===== config.mk =====
export PLATFORM = sky130hd
export DESIGN_NAME = rca_64_bit_seq_ctrl
export DESIGN_NICKNAME = d
export VERILOG_FILES = /design/src/rtl/rca_64_bit_seq_ctrl.sv
export SDC_FILE = /design/constraint.sdc
export NUM_CORES = 1
export LEC_CHECK = 0
export CELL_PAD_IN_SITES_DETAIL_PLACEMENT = 0
export CELL_PAD_IN_SITES_GLOBAL_PLACEMENT = 1
export CORE_ASPECT_RATIO = 1.75
export CORE_MARGIN = 5
export CORE_UTILIZATION = 42
export DETAILED_ROUTE_END_ITERATION = 6
export PLACE_DENSITY_LB_ADDON = 0.1
export SYNTH_ARGS = -nofsm -noshare
export SYNTH_HDL_FRONTEND = slang
export SYNTH_SLANG_ARGS = --single-unit

===== constraint.sdc =====
create_clock -name clk -period 26.1 [get_ports clk]
set_input_delay 5.22 -clock clk [delete_from_list [all_inputs] [get_ports clk]]
set_output_delay 5.22 -clock clk [all_outputs]
set_load 0.01 [all_outputs]

===== src/rtl/rca_64_bit_seq_ctrl.sv =====
// Sequential 64-bit ripple-carry adder: one SLICE_W-bit slice reused over 64/SLICE_W cycles.
// Optional subtract support is enabled by defining RCA_SEQ_SUB_EN.
module rca_64_bit_seq_ctrl #(
    parameter int SLICE_W = 16
) (
    input  logic        clk,
    input  logic        rst_n,
    input  logic        start,
    input  logic [63:0] a,
    input  logic [63:0] b,
    input  logic        cin,
    input  logic        sub,
    output logic        busy,
    output logic        done,
    output logic [63:0] sum,
    output logic        cout,
    output logic        overflow,
    output logic [1:0]  state_dbg
);

    localparam int N     = 64 / SLICE_W;
    localparam int IDX_W = (N > 1) ? $clog2(N) : 1;
    localparam logic [63:0] SLICE_MASK = 64'({SLICE_W{1'b1}});

    if ((SLICE_W != 8) && (SLICE_W != 16) && (SLICE_W != 32) && (SLICE_W != 64)) begin : g_bad_slice_w
        $error("rca_64_bit_seq_ctrl: SLICE_W must be 8, 16, 32 or 64");
    end

    // Handshake: start is sampled on every rising edge; it is accepted only in
    // IDLE or DONE. busy is high exactly in RUN, done exactly in DONE (one cycle).
    typedef enum logic [1:0] {
        IDLE = 2'd0,
        RUN  = 2'd1,
        DONE = 2'd2
    } state_t;

    state_t             state_q, state_d;
    logic [IDX_W-1:0]   idx_q, idx_d;
    logic               carry_q, carry_d;
    logic [63:0]        a_q, a_d;
    logic [63:0]        b_q, b_d;
    logic [63:0]        sum_q, sum_d;
    logic               cout_q, cout_d;
    logic               ovf_q, ovf_d;

    logic [63:0]        b_cap;
    logic               cin_cap;
    logic [6:0]         sh;
    logic [SLICE_W-1:0] slice_a;
    logic [SLICE_W-1:0] slice_b;
    logic [SLICE_W-1:0] slice_sum;
    logic               slice_cout;
    logic               last_slice;

`ifdef RCA_SEQ_SUB_EN
    // Subtraction is a + ~b + 1, so the carry-in is forced high.
    assign b_cap   = sub ? ~b : b;
    assign cin_cap = sub ? 1'b1 : cin;
`else
    logic unused_sub;
    assign unused_sub = sub;
    assign b_cap      = b;
    assign cin_cap    = cin;
`endif

    assign sh         = 7'(idx_q) * 7'(SLICE_W);
    assign slice_a    = SLICE_W'(a_q >> sh);
    assign slice_b    = SLICE_W'(b_q >> sh);
    assign last_slice = (idx_q == IDX_W'(N - 1));

    always_comb begin
        logic c;
        slice_sum = '0;
        c         = carry_q;
        for (int i = 0; i < SLICE_W; i++) begin
            slice_sum[i] = slice_a[i] ^ slice_b[i] ^ c;
            c            = (slice_a[i] & slice_b[i]) | (c & (slice_a[i] ^ slice_b[i]));
        end
        slice_cout = c;
    end

    always_comb begin
        state_d = state_q;
        idx_d   = idx_q;
        carry_d = carry_q;
        a_d     = a_q;
        b_d     = b_q;
        sum_d   = sum_q;
        cout_d  = cout_q;
        ovf_d   = ovf_q;
        case (state_q)
            IDLE, DONE: begin
                if (start) begin
                    a_d     = a;
                    b_d     = b_cap;
                    carry_d = cin_cap;
                    idx_d   = '0;
                    state_d = RUN;
                end else if (state_q == DONE) begin
                    state_d = IDLE;
                end
            end
            RUN: begin
                sum_d   = (sum_q & ~(SLICE_MASK << sh)) | (64'(slice_sum) << sh);
                carry_d = slice_cout;
                if (last_slice) begin
                    idx_d   = '0;
                    cout_d  = slice_cout;
                    // Signed overflow: operands agree in sign but the result does not.
                    ovf_d   = (a_q[63] == b_q[63]) && (sum_d[63] != a_q[63]);
                    state_d = DONE;
                end else begin
                    idx_d = idx_q + 1'b1;
                end
            end
            default: state_d = IDLE;
        endcase
    end

    always_ff @(posedge clk or negedge rst_n) begin
        if (!rst_n) begin
            state_q <= IDLE;
            idx_q   <= '0;
            carry_q <= 1'b0;
            a_q     <= '0;
            b_q     <= '0;
            sum_q   <= '0;
            cout_q  <= 1'b0;
            ovf_q   <= 1'b0;
        end else begin
            state_q <= state_d;
            idx_q   <= idx_d;
            carry_q <= carry_d;
            a_q     <= a_d;
            b_q     <= b_d;
            sum_q   <= sum_d;
            cout_q  <= cout_d;
            ovf_q   <= ovf_d;
        end
    end

    assign busy      = (state_q == RUN);
    assign done      = (state_q == DONE);
    assign sum       = sum_q;
    assign cout      = cout_q;
    assign overflow  = ovf_q;
    assign state_dbg = state_q;

endmodule


==> impl_metrics.py, run 1 <==
metrics = {
    "power_and_ir_drop": {
        "p_total_mw": 1.59,
        "leakagePower_nw": 5.39,
        "worst_ir_drop_vdd_uv": 51.9,
        "cellPowerDensity_nw_per_um2": 139,
    },
    "logic_synthesis": {
        "synth_compound_area_frac": 0.0628,
        "synthAdderAreaFrac": 0.0427,
        "synthDistinctLibCells": 30,
        "synthCells": 830,
        "synth-simple-area-share": 0.191,
        "muxShareOfSynthArea": 0.0843,
        "synth_xor_area_frac": 0,
        "synth_top_family_by_area": "simple AND/OR/NAND/NOR gates",
        "synth_area_um2": 8680,
        "seq_area_frac_synth": 0.573,
        "ys_warn_count": 0,
        "ys_ff_latch": 199,
        "syn-num-nets": 983,
        "avgSynthCellArea_um2": 10.5,
    },
    "clock_network": {
        "htreeDepth": 4,
        "post_cts_buffers": 0,
        "cts_root_buffer": "clkbuf_16",
        "cts_tree": "yes",
        "cts_resized": 0,
        "clock_sinks": 199,
        "ctsLongestPathBuffers": 2,
        "hold_buffers": 0,
        "cts_buffers": 17,
        "clk_pin_slew_ps": 70,
        "clk_latency_ps": 430,
    },
    "worst_hold_path": {
        "holdCritPathClass": "register to register",
        "holdPathEnd": "a_q[58]",
        "hp-start": "a_q[58]",
        "hold_depth": 2,
    },
    "final_layout": {
        "multi_input_area_um2": 3330,
        "post-route-util": 0.560,
        "drive_gt1_frac": 0.0812,
        "fin_area_um2": 11400,
        "fill_cells": 1806,
        "nets": 1162,
        "area_growth_pct": 31.4,
        "seq_area_um2": 4980,
        "antenna_cells": 0,
        "final_cell_count_no_fill": 1270,
    },
    "floorplan": {
        "die_x_um": 119,
        "die_area_um2": 23800,
        "io_pins": 203,
        "rows": 69,
        "core_area_um2": 20400,
        "die_h_um": 200,
        "start_util": 0.426,
    },
    "setup_path": {
        "crit_type": "register to register",
        "start_kind": "register",
        "cp-startpoint": "idx_q[0]",
        "worstPathRequired_ps": 26450,
        "cp_slowest_cell": "dfrtp_2",
        "path_common_cell": "fa_1",
        "max_stage_delay_ps": 790,
        "r2r_end": "overflow",
        "cp-end-kind": "register",
        "arrival_ps": 10120,
        "reg2reg_depth": 25,
        "ff2ff_setup_slack_ps": 16330,
        "cp_max_fo": 24,
        "rr_startpoint": "idx_q[0]",
    },
    "global_route": {
        "grt.overflow.total": 0,
        "grt_pass1_wl_mm": 36.2,
        "grt_pass1_vias": 6567,
        "grt_max_degree": 131,
        "grt_usage": 0.194,
        "antenna_found_initial": 0,
    },
    "timing": {
        "setup_viol": 0,
        "fin_skew_ps": 13.2,
        "tns_ps": 0,
        "max_freq_mhz": 102,
        "min_period_over_period": 0.374,
        "hold_viol": 0,
        "tightest_slew_ps": 1140,
        "slew_headroom": 0.237,
        "timing.final.crit_period_ps": 9770,
        "rsz0062_at_grt": "no",
        "drv_slew": 0,
    },
    "route": {
        "drt.antenna.violating_nets": 0,
        "wl_per_cell_um": 17.7,
        "vias": 6264,
        "drt_iter0_markers": 357,
        "drt_drc_violations_left": 0,
        "viasPerCell": 4.93,
        "dr.pass1.iters": 4,
        "totalWireLength_mm": 22.5,
    },
    "flow_run": {
        "max-cap-violations": 0,
    },
    "status": {
        "status": "completed",
    },
    "placed_design": {
        "place.gp.congestion": 0.763,
        "io_buffers": 201,
        "placed_cells": 1238,
        "place_area_um2": 10800,
        "place_hpwl_mm": 16.1,
    },
}
==> per-layer routing <==
metal  global-route usage  routed length (µm)
met5                    0                   0
met4               0.0588                 297
met3               0.0339                 991
met2                0.350               12100
met1                0.235                9090
==> cells in the final DEF (no fill, tap or decap), types with 5 or more instances in the layout <==
cell type and n:
fa_1 16, dfrtp_1 197, mux4_2 32, inv_1 36
clkdlybuf4s50_1 200, o21ai_0 13, clkbuf_16 17, buf_4 6
nand2_1 404, a22o_1 6, inv_6 5, o2bb2ai_1 42
==> sequential cells by signal (all words and copies together) (netlist names) <==
register	flops
a_q	64
overflow	1
b_q	64
state_dbg	2
idx_q	2
sum	64
carry_q	1
cout	1
==> power by group <==
group | internal [mW] | switching [mW] | total, mW
clock network | 0.144 | 0.124 | 0.268
registers | 0.459 | 0.0954 | 0.554
logic | 0.362 | 0.407 | 0.769
total | 0.965 | 0.626 | 1.59
==> kinds of logic after synthesis <==
group,Yosys count
AO/OA/AOI/OAI,71
multiplexers,33
AND/OR/NAND/NOR,423
flip-flops,199
buffers and inverters,84
adder cells (fa/ha/maj),20
==> cells in the mapped netlist, drive strengths merged <==
library cell | n | share of area
a21oi | 1 | 0.00058
a22o | 6 | 0.0061
a31oi | 2 | 0.0014
buf | 32 | 0.023
clkbuf | 15 | 0.0065
dfrtp | 199 | 0.57
fa | 16 | 0.037
ha | 4 | 0.0058
inv | 37 | 0.016
mux2 | 1 | 0.0013
mux4 | 32 | 0.083
nand2 | 407 | 0.18
nand2b | 2 | 0.0014
nand3 | 5 | 0.0072
nand3b | 2 | 0.0017
nor2 | 2 | 0.00086
nor2b | 2 | 0.0014
nor3 | 2 | 0.0012
o211ai | 1 | 0.00086
o21ai | 17 | 0.0098
o2bb2ai | 42 | 0.042
o31ai | 2 | 0.0017
or4 | 1 | 0.00086
==> critical path, delay by kind of cell (launching register included) <==
family / cells / cell delay, ps
fa+ha+maj: 16 / 6980
simple gates: 2 / 520
buf+inv: 5 / 870
compound gates: 1 / 160
flops: 1 / 790
mux: 1 / 320
==> how the worst max path moves through the flow <==
stage | end | cells past startpoint | slack [ps]
after global routing | overflow | 25 | 15810
final | overflow | 25 | 16330
after CTS | overflow | 25 | 16160
after detailed placement | overflow | 25 | 16170
after global placement | overflow | 25 | 16240
after floorplan | overflow | 26 | 17570
==> metrics by stage <==
stage,hold WS (ps),setup WS [ps]
after floorplan,440,17570
after global placement,453,16240
after detailed placement,458,16170
after CTS,475,16160
after global routing,496,15810
final,471,16330
==> area by class of cell <==
class,instances,share of cell area
clock inverters,15,0.0145
multi-input cells,547,0.292
clock buffers,17,0.0373
inverters,37,0.0122
flip-flops and latches,199,0.437
repair buffers,207,0.181
well taps,248,0.0272
Note: power is estimated with default switching activity, not from simulation.
==> run 2: changes to the inputs <==
Settings changed: CORE_UTILIZATION 42 to 39.
Clock period 26.1 ns to 9.11 ns, I/O delays scaled along.
==> impl_metrics.py, run 2 (synthesized netlist as in run 1, its figures left out) <==
metrics = {
    "clock_network": {
        "clock_sinks": 199,
        "cts_buffers": 17,
        "hold_buffers": 0,
        "htreeDepth": 4,
        "cts_tree": "yes",
        "cts_root_buffer": "clkbuf_16",
        "clk_pin_slew_ps": 70,
        "ctsLongestPathBuffers": 2,
        "cts_resized": 0,
        "post_cts_buffers": 0,
        "clk_latency_ps": 440,
    },
    "final_layout": {
        "mostFrequentLayoutCells": "nand2_1 (404), clkdlybuf4s50_1 (200), dfrtp_1 (197)",
        "post-route-util": 0.520,
        "seq_area_um2": 4980,
        "fill_cells": 2099,
        "nets": 1165,
        "mostFrequentLayoutCell": "nand2_1",
        "drive_gt1_frac": 0.0840,
        "antenna_cells": 0,
        "multi_input_area_um2": 3330,
        "area_growth_pct": 32.2,
    },
    "power_and_ir_drop": {
        "worst_ir_drop_vdd_uv": 160,
        "leakagePower_nw": 5.38,
        "cellPowerDensity_nw_per_um2": 398,
    },
    "placed_design": {
        "place_hpwl_mm": 16.8,
        "io_buffers": 201,
        "place.gp.congestion": 0.759,
    },
    "setup_path": {
        "start_kind": "register",
        "arrival_ps": 9020,
        "cp_max_fo": 5,
        "cp-end-kind": "register",
        "crit_type": "register to register",
        "worstPathRequired_ps": 9470,
        "ff2ff_setup_slack_ps": 450,
    },
    "floorplan": {
        "die_area_um2": 25500,
        "die_x_um": 123,
        "io_pins": 203,
        "start_util": 0.393,
        "core_area_um2": 22100,
        "rows": 72,
        "die_h_um": 207,
    },
    "route": {
        "vias": 6288,
        "dr.pass1.iters": 5,
        "drt.antenna.violating_nets": 0,
        "viasPerCell": 4.76,
        "totalWireLength_mm": 23.1,
        "wl_per_cell_um": 17.5,
        "drt_iter0_markers": 430,
        "drt_drc_violations_left": 0,
    },
    "global_route": {
        "grt_pass1_vias": 6733,
        "grt_usage": 0.191,
        "antenna_found_initial": 0,
        "grt_max_degree": 126,
        "grt_pass1_wl_mm": 37.3,
        "grt.overflow.total": 0,
    },
    "timing": {
        "timing.final.crit_period_ps": 8660,
        "tns_ps": 0,
        "tightest_slew_ps": 1130,
        "slew_headroom": 0.246,
        "fin_skew_ps": 10.8,
        "max_freq_mhz": 115,
        "hold_viol": 0,
        "drv_slew": 0,
        "setup_viol": 0,
        "min_period_over_period": 0.951,
        "rsz0062_at_grt": "no",
    },
    "worst_hold_path": {
        "holdCritPathClass": "register to register",
    },
    "status": {
        "status": "completed",
    },
    "flow_run": {
        "max-cap-violations": 0,
    },
}
-- run 2: changes by cell type in the layout (fill, tap and decap cells not counted), sizes merged --
cell | before | now
clkinvlp | 2 | 4
clkbuf | 18 | 20
buf | 6 | 9
inv | 44 | 39
-- run 2: worst paths after layout --
kind | from | to | cells past startpoint
worst max-delay path | idx_q[0] | overflow | 24
worst min register to register | b_q[28] | b_q[28] | 2
max in group asynchronous | rst_n | sum[27] | 2
worst max register to register | idx_q[0] | overflow | 24
worst min-delay path | b_q[28] | b_q[28] | 2
min in group asynchronous | rst_n | sum[48] | 1
-- run 2: critical path: stages, from the launching register on --
cell	delay, ps
dfrtp_2	450
mux4_2	330
inv_1	50
fa_1	420
fa_1	480
fa_1	470
fa_2	420
fa_1	470
fa_1	480
fa_1	460
fa_1	460
fa_1	460
fa_1	460
fa_1	470
fa_1	470
fa_1	430
inv_1	110
fa_1	180
inv_1	50
fa_1	420
inv_1	110
fa_2	270
nand2_1	90
or4_1	400
a31oi_1	160
-- run 2: layout make-up --
type | count | area share
well taps | 296 | 0.0323
clock buffers | 19 | 0.0386
inverters | 37 | 0.0121
multi-input cells | 547 | 0.290
flip-flops and latches | 199 | 0.434
repair buffers | 210 | 0.182
clock inverters | 12 | 0.0111
-- run 2: report_power, final --
group	total, mW	switching, mW	internal [mW]
sequential	1.56	0.241	1.32
combinational	2.26	1.21	1.05
clock	0.744	0.334	0.410
-- run 2: through the flow --
step | power (mW) | hold WS, ps | cells | setup WS [ps] | cell area [µm²]
6_report | 4.56 | 472 | 1320 | 449 | 11500
5_1_grt | 4.96 | 497 | 1320 | 49.2 | 11500
4_1_cts | 4.64 | 474 | 1320 | 256 | 11500
3_5_place_dp | 3.88 | 457 | 1289 | 277 | 10900
3_3_place_gp | 3.84 | 452 | 1289 | 344 | 10900
2_1_floorplan | 3.00 | 440 | 830 | 580 | 8680
-- run 2: routing by layer --
metal | global-route usage | vias up | routed length (µm)
met5 | 0 | - | 0
met4 | 0.0522 | 0 | 241
met3 | 0.0363 | 15 | 1060
met2 | 0.333 | 144 | 12400
met1 | 0.240 | 3094 | 9450
li1 | - | 3035 | -
==> run 3: changes to the inputs <==
Settings changed: ABC_AREA set to 1, CELL_PAD_IN_SITES_DETAIL_PLACEMENT 0 to 2, CELL_PAD_IN_SITES_GLOBAL_PLACEMENT 1 to 2, CORE_UTILIZATION 39 to 29.
==> impl_metrics.py, run 3 <==
metrics = {
    "status": {
        "status": "completed",
    },
    "global_route": {
        "grt.overflow.total": 0,
        "top_usage_layer": "met2",
        "met2_usage": 0.355,
        "gr-usage-met3": 0.0306,
        "antenna_found_initial": 0,
        "grt_max_degree": 90,
        "grt_pass1_vias": 8983,
        "grt_pass1_wl_mm": 52.2,
        "grt_use_met1": 0.232,
        "grt_usage": 0.194,
    },
    "logic_synthesis": {
        "avgSynthCellArea_um2": 8.24,
        "synth_edf_count": 0,
        "synthCells": 1118,
        "synth_area_um2": 9210,
        "synthFlopType": "dfrtp_1",
        "ys_warn_count": 0,
        "synthDistinctLibCells": 20,
        "seq_area_frac_synth": 0.541,
        "yosys.area.top_type": "dfrtp_1",
        "synth_top_area_share": 0.541,
        "synth_most_common_cell": "nand2_1",
        "ys_ff_latch": 199,
        "syn-num-nets": 1271,
        "netlist_top_cells_area": "dfrtp_1 (54%), nand2_1 (18%), nand3_1 (10%)",
        "synth_commonest_cells": "nand2_1 (452), dfrtp_1 (199), nand3_1 (187)",
        "synthArstFlopShare": 1.00,
    },
    "final_layout": {
        "fin_area_um2": 12100,
        "antenna_cells": 0,
        "area_growth_pct": 30.9,
        "nets": 1426,
        "drive_gt1_frac": 0.0443,
        "mostFrequentLayoutCell": "nand2_1",
        "mostFrequentLayoutCells": "nand2_1 (452), clkdlybuf4s50_1 (199), dfrtp_1 (198)",
        "post-route-util": 0.384,
    },
    "setup_path": {
        "reg2reg_depth": 27,
        "cp_max_fo": 13,
        "arrival_ps": 9040,
        "cp-end-kind": "register",
        "ff2ff_setup_slack_ps": 410,
        "cp-startpoint": "idx_q[0]",
        "crit_type": "register to register",
        "start_kind": "register",
        "r2r_end": "overflow",
        "rr_startpoint": "idx_q[0]",
        "worstPathRequired_ps": 9460,
    },
    "power_and_ir_drop": {
        "worst_ir_drop_vdd_uv": 193,
        "p_int_mw": 2.71,
        "p_clk_frac": 0.145,
        "switchingPower_mw": 2.48,
        "leakagePower_nw": 5.70,
        "swShare": 0.478,
        "p_seq_frac": 0.302,
        "combPwrFrac": 0.552,
        "cellPowerDensity_nw_per_um2": 430,
    },
    "route": {
        "drt_drc_violations_left": 0,
        "wl_per_cell_um": 20.0,
        "vias": 8177,
        "drt_iter0_markers": 289,
        "totalWireLength_mm": 33.7,
        "dr.pass1.iters": 4,
        "drt.antenna.violating_nets": 0,
        "viasPerCell": 4.86,
    },
    "clock_network": {
        "ctsLongestPathBuffers": 2,
        "cts_buffers": 17,
        "hold_buffers": 0,
        "cts_root_buffer": "clkbuf_16",
        "cts_tree": "yes",
        "clk_latency_ps": 460,
        "htreeDepth": 4,
        "clk_pin_slew_ps": 80,
        "clock_sinks": 199,
    },
    "timing": {
        "hold_viol": 0,
        "min_period_over_period": 0.955,
        "drv_slew": 0,
        "slew_headroom": 0.347,
        "timing.final.crit_period_ps": 8700,
        "max_freq_mhz": 115,
        "setup_viol": 0,
        "rsz0062_at_grt": "no",
        "tns_ps": 0,
        "fin_skew_ps": 8.76,
        "tightest_slew_ps": 975,
    },
    "floorplan": {
        "die_x_um": 145,
        "die_area_um2": 35600,
        "rows": 86,
        "die_h_um": 246,
        "start_util": 0.293,
        "io_pins": 203,
        "core_area_um2": 31400,
    },
    "flow_run": {
        "max-cap-violations": 0,
    },
    "worst_hold_path": {
        "hold_depth": 2,
        "hp-start": "b_q[31]",
        "holdPathEnd": "b_q[31]",
        "holdCritPathClass": "register to register",
    },
    "placed_design": {
        "io_buffers": 201,
        "place_hpwl_mm": 24.8,
        "place.gp.congestion": 0.788,
        "place_area_um2": 11500,
    },
}
[run 3: worst max-delay path, stage by stage (launching register included)]
cell	delay, ps
dfrtp_2	510
inv_4	170
nand2_1	70
nand3_1	70
nand2_1	80
fa_1	430
fa_1	470
fa_1	470
fa_1	460
fa_1	460
fa_1	460
fa_1	480
fa_1	460
fa_1	460
fa_1	460
fa_1	470
fa_1	460
fa_1	420
inv_1	80
fa_1	190
inv_1	70
fa_1	430
inv_1	90
fa_1	430
nand3_1	180
nand3_1	100
nand3_1	100
nand2_1	60
[run 3: kinds of logic (layout without fill, tap and decap cells)]
group,count (synthesis),count (layout),synth area share
and+or+nand+nor,655,655,0.294
buffers and inverters,113,281,0.0529
DFF,199,199,0.541
adders and majority gates,20,20,0.0402
AOI/OAI and AO/OA,131,131,0.0717
[run 3: power groups by stage]
stage          logic (mW)  clock network, mW  registers [mW]
3_5_place_dp         2.95                  0            1.59
2_1_floorplan        1.57                  0            1.56
3_3_place_gp         2.87                  0            1.57
4_1_cts              2.97              0.776            1.58
6_report             2.87              0.754            1.57
5_1_grt              3.21              0.812            1.62
[run 3: what timing repair did]
action,CTS,global route
endpoints found under the setup margin,0,1
gates resized for setup,0,2
setup buffers,0,0
[run 3: final cells by class]
type | count | area [µm²]
Clock buffer | 23 | 478
Clock inverter | 9 | 93.8
Fill cell | 3622 | 19400
Inverter | 32 | 125
Multi-Input combinational cell | 806 | 3750
Sequential cell | 199 | 4980
Tap cell | 396 | 495
Timing Repair Buffer | 217 | 2130
[run 3: per-stage QoR]
step	hold slack [ps]	power [mW]	worst slack, ps	std cells
2_1_floorplan	437	3.14	606	1118
3_3_place_gp	452	4.44	431	1650
3_5_place_dp	461	4.54	264	1650
4_1_cts	478	5.32	223	1682
5_1_grt	490	5.64	7.06	1682
6_report	471	5.19	414	1682
[run 3: layer usage]
layer  wire length [µm]  up-vias
met3               1020       33
met4                647        0
li1                   -     3913
met2              18500      156
met1              13500     4075
met5                  0        -
[run 3: worst max path at each step]
stage                to  slack [ps]  cells after the start
2_1_floorplan  overflow         610                     30
3_3_place_gp   overflow         430                     27
3_5_place_dp   overflow         260                     27
4_1_cts        overflow         220                     27
5_1_grt        overflow           7                     27
6_report       overflow         410                     27
